--- src/rtl/rotate_sequencer.sv ---
// rotate_sequencer: multi-cycle rotate unit for a {link, accumulator} register pair.
//
// A Start in IDLE captures the operand and the operation, then the unit performs
// one 1-bit step per SHIFT cycle until the step count is exhausted. It then
// pulses Done for one cycle and returns to IDLE.
//
// Ports
//   clk     : clock, all state updates on the rising edge
//   reset   : synchronous active-high reset
//   Start   : request strobe, only honoured in IDLE
//   Op      : 001 RAL, 010 RTL, 011 RAR, 100 RTR, 101 BSW, others NOP
//   AcIn    : accumulator operand, captured with Start
//   LinkIn  : link operand, captured with Start
//   AcOut   : registered accumulator result
//   LinkOut : registered link result
//   Busy    : high while stepping
//   Done    : one-cycle completion pulse

module rotate_sequencer #(
    parameter int unsigned WIDTH = 12
) (
    input  logic             clk,
    input  logic             reset,
    input  logic             Start,
    input  logic [2:0]       Op,
    input  logic [WIDTH-1:0] AcIn,
    input  logic             LinkIn,
    output logic [WIDTH-1:0] AcOut,
    output logic             LinkOut,
    output logic             Busy,
    output logic             Done
);

    // Counter must hold both WIDTH/2 (BSW) and 2 (RTL/RTR), even for WIDTH=2.
    localparam int unsigned MaxSteps = ((WIDTH / 2) > 2) ? (WIDTH / 2) : 2;
    localparam int unsigned CW       = $clog2(MaxSteps + 1);

    typedef enum logic [1:0] {
        StIdle,
        StShift,
        StDone
    } state_e;

    typedef enum logic [1:0] {
        KindLeft,
        KindRight,
        KindSwap
    } kind_e;

    state_e          r_state;
    kind_e           r_kind;
    logic [CW-1:0]   r_count;
    logic [WIDTH-1:0] r_ac;
    logic            r_link;
    logic            r_busy;
    logic            r_done;

    kind_e           w_kind;
    logic [CW-1:0]   w_count;
    logic [WIDTH-1:0] w_ac_step;
    logic            w_link_step;

    // Decode the requested operation into a step kind and a step count.
    always_comb begin
        w_kind  = KindLeft;
        w_count = '0;
        case (Op)
            3'b001: begin
                w_kind  = KindLeft;
                w_count = CW'(1);
            end
            3'b010: begin
                w_kind  = KindLeft;
                w_count = CW'(2);
            end
            3'b011: begin
                w_kind  = KindRight;
                w_count = CW'(1);
            end
            3'b100: begin
                w_kind  = KindRight;
                w_count = CW'(2);
            end
            3'b101: begin
                w_kind  = KindSwap;
                w_count = CW'(WIDTH / 2);
            end
            default: begin
                w_kind  = KindLeft;
                w_count = '0;
            end
        endcase
    end

    // One 1-bit step on the registered {link, ac} pair.
    always_comb begin
        w_ac_step   = r_ac;
        w_link_step = r_link;
        case (r_kind)
            KindLeft: begin
                w_link_step = r_ac[WIDTH-1];
                w_ac_step   = {r_ac[WIDTH-2:0], r_link};
            end
            KindRight: begin
                w_link_step = r_ac[0];
                w_ac_step   = {r_link, r_ac[WIDTH-1:1]};
            end
            KindSwap: begin
                // Plain rotate of the accumulator; WIDTH/2 of these swap the halves.
                w_ac_step   = {r_ac[WIDTH-2:0], r_ac[WIDTH-1]};
            end
            default: begin
                w_ac_step   = r_ac;
                w_link_step = r_link;
            end
        endcase
    end

    always_ff @(posedge clk) begin
        if (reset) begin
            r_state <= StIdle;
            r_kind  <= KindLeft;
            r_count <= '0;
            r_ac    <= '0;
            r_link  <= 1'b0;
            r_busy  <= 1'b0;
            r_done  <= 1'b0;
        end else begin
            case (r_state)
                StIdle: begin
                    if (Start) begin
                        r_ac    <= AcIn;
                        r_link  <= LinkIn;
                        r_kind  <= w_kind;
                        r_count <= w_count;
                        if (w_count != '0) begin
                            r_state <= StShift;
                            r_busy  <= 1'b1;
                        end else begin
                            r_state <= StDone;
                            r_done  <= 1'b1;
                        end
                    end
                end
                StShift: begin
                    r_ac    <= w_ac_step;
                    r_link  <= w_link_step;
                    r_count <= r_count - CW'(1);
                    if (r_count == CW'(1)) begin
                        r_state <= StDone;
                        r_busy  <= 1'b0;
                        r_done  <= 1'b1;
                    end
                end
                StDone: begin
                    r_state <= StIdle;
                    r_done  <= 1'b0;
                end
                default: begin
                    r_state <= StIdle;
                    r_busy  <= 1'b0;
                    r_done  <= 1'b0;
                end
            endcase
        end
    end

    assign AcOut   = r_ac;
    assign LinkOut = r_link;
    assign Busy    = r_busy;
    assign Done    = r_done;

endmodule

--- config.mk ---
export PLATFORM = sky130hd
export DESIGN_NAME = rotate_sequencer
export DESIGN_NICKNAME = d
export VERILOG_FILES = /design/src/rtl/rotate_sequencer.sv
export SDC_FILE = /design/constraint.sdc
export NUM_CORES = 1
export LEC_CHECK = 0
export ABC_CLOCK_PERIOD_IN_PS = 1550
export CAP_MARGIN = 0
export CORE_ASPECT_RATIO = 0.8
export CORE_UTILIZATION = 40
export CTS_BUF_LIST = sky130_fd_sc_hd__clkbuf_4
export CTS_CLUSTER_SIZE = 8
export DETAILED_ROUTE_END_ITERATION = 10
export GPL_TIMING_DRIVEN = 0
export PLACE_DENSITY = 0.68
export SKIP_CTS_REPAIR_TIMING = 1
export SYNTH_ARGS = -nofsm -noshare
export SYNTH_HDL_FRONTEND = slang
export SYNTH_SLANG_ARGS = --single-unit
--- constraint.sdc ---
create_clock -name clk -period 1.55 [get_ports clk]
set_input_delay 0.3875 -clock clk [delete_from_list [all_inputs] [get_ports clk]]
set_output_delay 0.3875 -clock clk [all_outputs]
set_load 0.03 [all_outputs]
==> flow_metrics.py <==
metrics = {
    "finish": {
        "area_growth_pct": 51.3,
        "diodes": 0,
        "layout-drive-gt1-share_pct": 22.7,
        "fin_nets": 228,
    },
    "die": {
        "die_h_um": 53.0,
        "core-area_um2": 3090,
        "dieArea_um2": 3490,
        "ioPinCount": 34,
        "placementRows": 18,
        "die_x_um": 65.8,
        "start_util_pct": 42.2,
    },
    "clocking": {
        "clk_path_buf_depth": 2,
        "cts_tree": "built",
        "numClockSinks": 22,
        "h-tree-depth": 1,
        "cts_made_buffers": 3,
        "path_clk_slew_ns": 0.14,
        "cts_root_buf": "clkbuf_4",
        "clk_latency_ns": 0.32,
    },
    "synth": {
        "ys_seq_area_share_pct": 33.8,
        "ys_types": 35,
        "mappedNetlistArea_um2": 1300,
        "yosysWarningCount": 0,
        "ys_ff_latch": 22,
        "synthesis.nets": 184,
        "synth_cells": 160,
        "syn_area_per_cell_um2": 8.14,
    },
    "global_routing": {
        "grt.total_usage_pct": 20.9,
        "use_met1_pct": 29.4,
        "top_usage_layer": "met2",
        "met3_usage_pct": 4.53,
        "antenna_found_initial": 0,
        "gr-usage-met2_pct": 32.1,
        "grt_pass1_wl_um": 5450,
        "grt_pass1_vias": 1107,
        "grt_max_degree": 14,
        "grt_overflow": 0,
    },
    "flow_run": {
        "drv_cap": 0,
    },
    "timing": {
        "setup_viol": 12,
        "hold_viol": 0,
        "min_period_ns": 1.66,
        "max_freq_mhz": 604,
        "min_period_over_period_pct": 107,
        "fin_tns_setup_ns": -0.834,
        "rsz0062_at_grt": "yes",
        "worstMarginPinSlew_ns": 0.634,
        "slew_viol_final": 0,
        "finalWorstSetupSlack_ns": -0.107,
        "fin_worst_skew_ns": 0.0217,
        "slew-limit-headroom_pct": 57.7,
    },
    "detailed_routing": {
        "wirelength_um": 3760,
        "vias": 1354,
        "drtIter0Drc": 140,
        "viasPerCell": 5.57,
        "drc_errors": 0,
        "drtAntennaViolNets": 0,
        "post_drt_wl_per_cell_um": 15.5,
        "drt_first_pass_iters": 4,
    },
    "placed_design": {
        "gp_congestion": 0.840,
        "dp.final_hpwl_um": 2600,
        "port_buffers": 33,
    },
    "hold_path": {
        "hold_class": "input pin to register",
    },
    "critical_path": {
        "crit_path_end_kind": "register",
        "worstPathMaxFanout": 5,
        "worstPathArrival_ns": 1.90,
        "path_class": "register to register",
        "crit_chain": "inv_4, ha_4, and2_4, buf_6, a221oi_1, or3_1, a21oi_1",
        "cp.required_ns": 1.79,
        "max_stage_delay_ns": 0.39,
        "crit_slowest_cell": "dfxtp_4",
        "worst_setup_path_start_kind": "register",
    },
    "pwr": {
        "p_per_area_nw_per_um2": 932,
        "total_power_uw": 1840,
        "vdd_ir_drop_max_mv": 0.742,
        "p_leak_uw": 0.000969,
    },
    "run_status": {
        "violations": "negative setup slack",
        "status": "complete, but fails checks",
    },
}
[registers in the layout (all words and copies together), names as in the netlist]
| name | count |
|---|---|
| AcOut | 12 |
| Busy | 1 |
| Done | 1 |
| LinkOut | 1 |
| r_count | 3 |
| r_kind | 2 |
| r_state | 2 |
[cell usage in the layout, fill, tap and decap left out, types with 3 or more instances in the layout]
cell	count
a221oi_1	9
buf_4	5
a21oi_1	13
nor2b_1	4
dfxtp_1	18
dlymetal6s2s_1	15
o21ai_0	5
a21oi_2	4
clkbuf_4	5
nor3b_1	3
nor3_1	5
ha_4	3
a211oi_1	4
buf_6	5
inv_1	5
nand2_1	12
nor2_1	20
dfxtp_4	4
clkdlybuf4s50_1	17
or3_1	11
[synth_stat cells]
library cell,number,share of area [%]
a211o_1,1,0.67
a211oi_1,4,2.3
a21boi_0,1,0.58
a21o_1,1,0.58
a21oi_1,17,6.5
a221oi_1,11,7.4
a41oi_1,1,0.67
and2_1,1,0.48
buf_2,5,1.9
buf_4,1,0.58
buf_6,3,2.6
clkbuf_1,2,0.58
dfxtp_1,22,34
ha_1,5,4.8
inv_1,7,2.0
inv_2,1,0.29
mux2_2,2,1.7
mux2i_1,1,0.77
nand2_1,14,4.0
nand2b_1,2,0.96
nand2b_2,1,0.67
nand3_1,1,0.38
nand3b_1,2,1.2
nor2_1,20,5.8
nor2b_1,4,1.9
nor3_1,5,1.9
nor3b_1,3,1.7
o211a_1,1,0.77
o211ai_1,1,0.58
o21ai_0,5,1.9
o21ba_4,1,1.2
o21bai_1,1,0.58
o41ai_1,1,0.67
o41ai_4,1,2.1
or3_1,11,5.3
[report_power, final]
part | total, uW | internal, uW | switching (uW)
Sequential | 696 | 626 | 70.1
Clock | 449 | 262 | 187
Combinational | 692 | 337 | 356
[stage by stage]
stage	instance area, um^2	worst slack [ns]	util, %	hold WS, ns	cells
finish	1970	-0.107	63.9	0.444	243
global placement	1700	-0.436	55.2	0.444	233
CTS	1760	-0.295	56.9	0.483	237
detailed placement	1700	-0.486	55.2	0.463	233
floorplan	1320	0.00144	-	0.432	160
global route	1970	-0.165	63.9	0.435	243
[worst paths after layout]
path	startpoint	endpoint	slack [ns]	depth (start not counted)
max	r_kind[1]	AcOut[8]	-0.11	7
min	Start	r_state[0]	0.44	2
max reg2reg	r_kind[1]	AcOut[8]	-0.11	7
min reg2reg	Done	Done	0.47	2
[cells by family (layout without fill, tap and decap cells)]
| group | after synthesis | count (layout) | share of synthesized area [%] |
|---|---|---|---|
| AO/OA/AOI/OAI | 47 | 47 | 26.6 |
| adder cells (fa/ha/maj) | 5 | 5 | 4.80 |
| buffers and inverters | 19 | 62 | 7.97 |
| flip-flops | 22 | 22 | 33.8 |
| multiplexers | 3 | 3 | 2.50 |
| AND/OR/NAND/NOR | 64 | 64 | 24.3 |
[critical path: cells and delay by family, from the launching register on]
kind / cells / cell delay, ns
and+or+nand+nor: 2 / 0.53
DFF: 1 / 0.39
adders and majority gates: 1 / 0.29
AOI/OAI and AO/OA: 2 / 0.22
buffers and inverters: 2 / 0.17
[area by class of cell]
type | count | area [um^2]
flip-flops and latches | 22 | 455
repair buffers | 40 | 440
multi-input cells | 119 | 853
inverters | 8 | 35.0
fillers | 257 | 1110
clock buffers | 3 | 22.5
well taps | 40 | 50.0
clock inverters | 1 | 30.0
plain buffers | 10 | 83.8
[metal layers]
| metal | wire length (um) | vias to the layer above |
|---|---|---|
| met2 | 1720 | 51 |
| li1 | - | 666 |
| met3 | 231 | 2 |
| met1 | 1790 | 635 |
| met4 | 15 | 0 |
| met5 | 0 | - |
No activity file was read; power rests on OpenSTA's default activity.
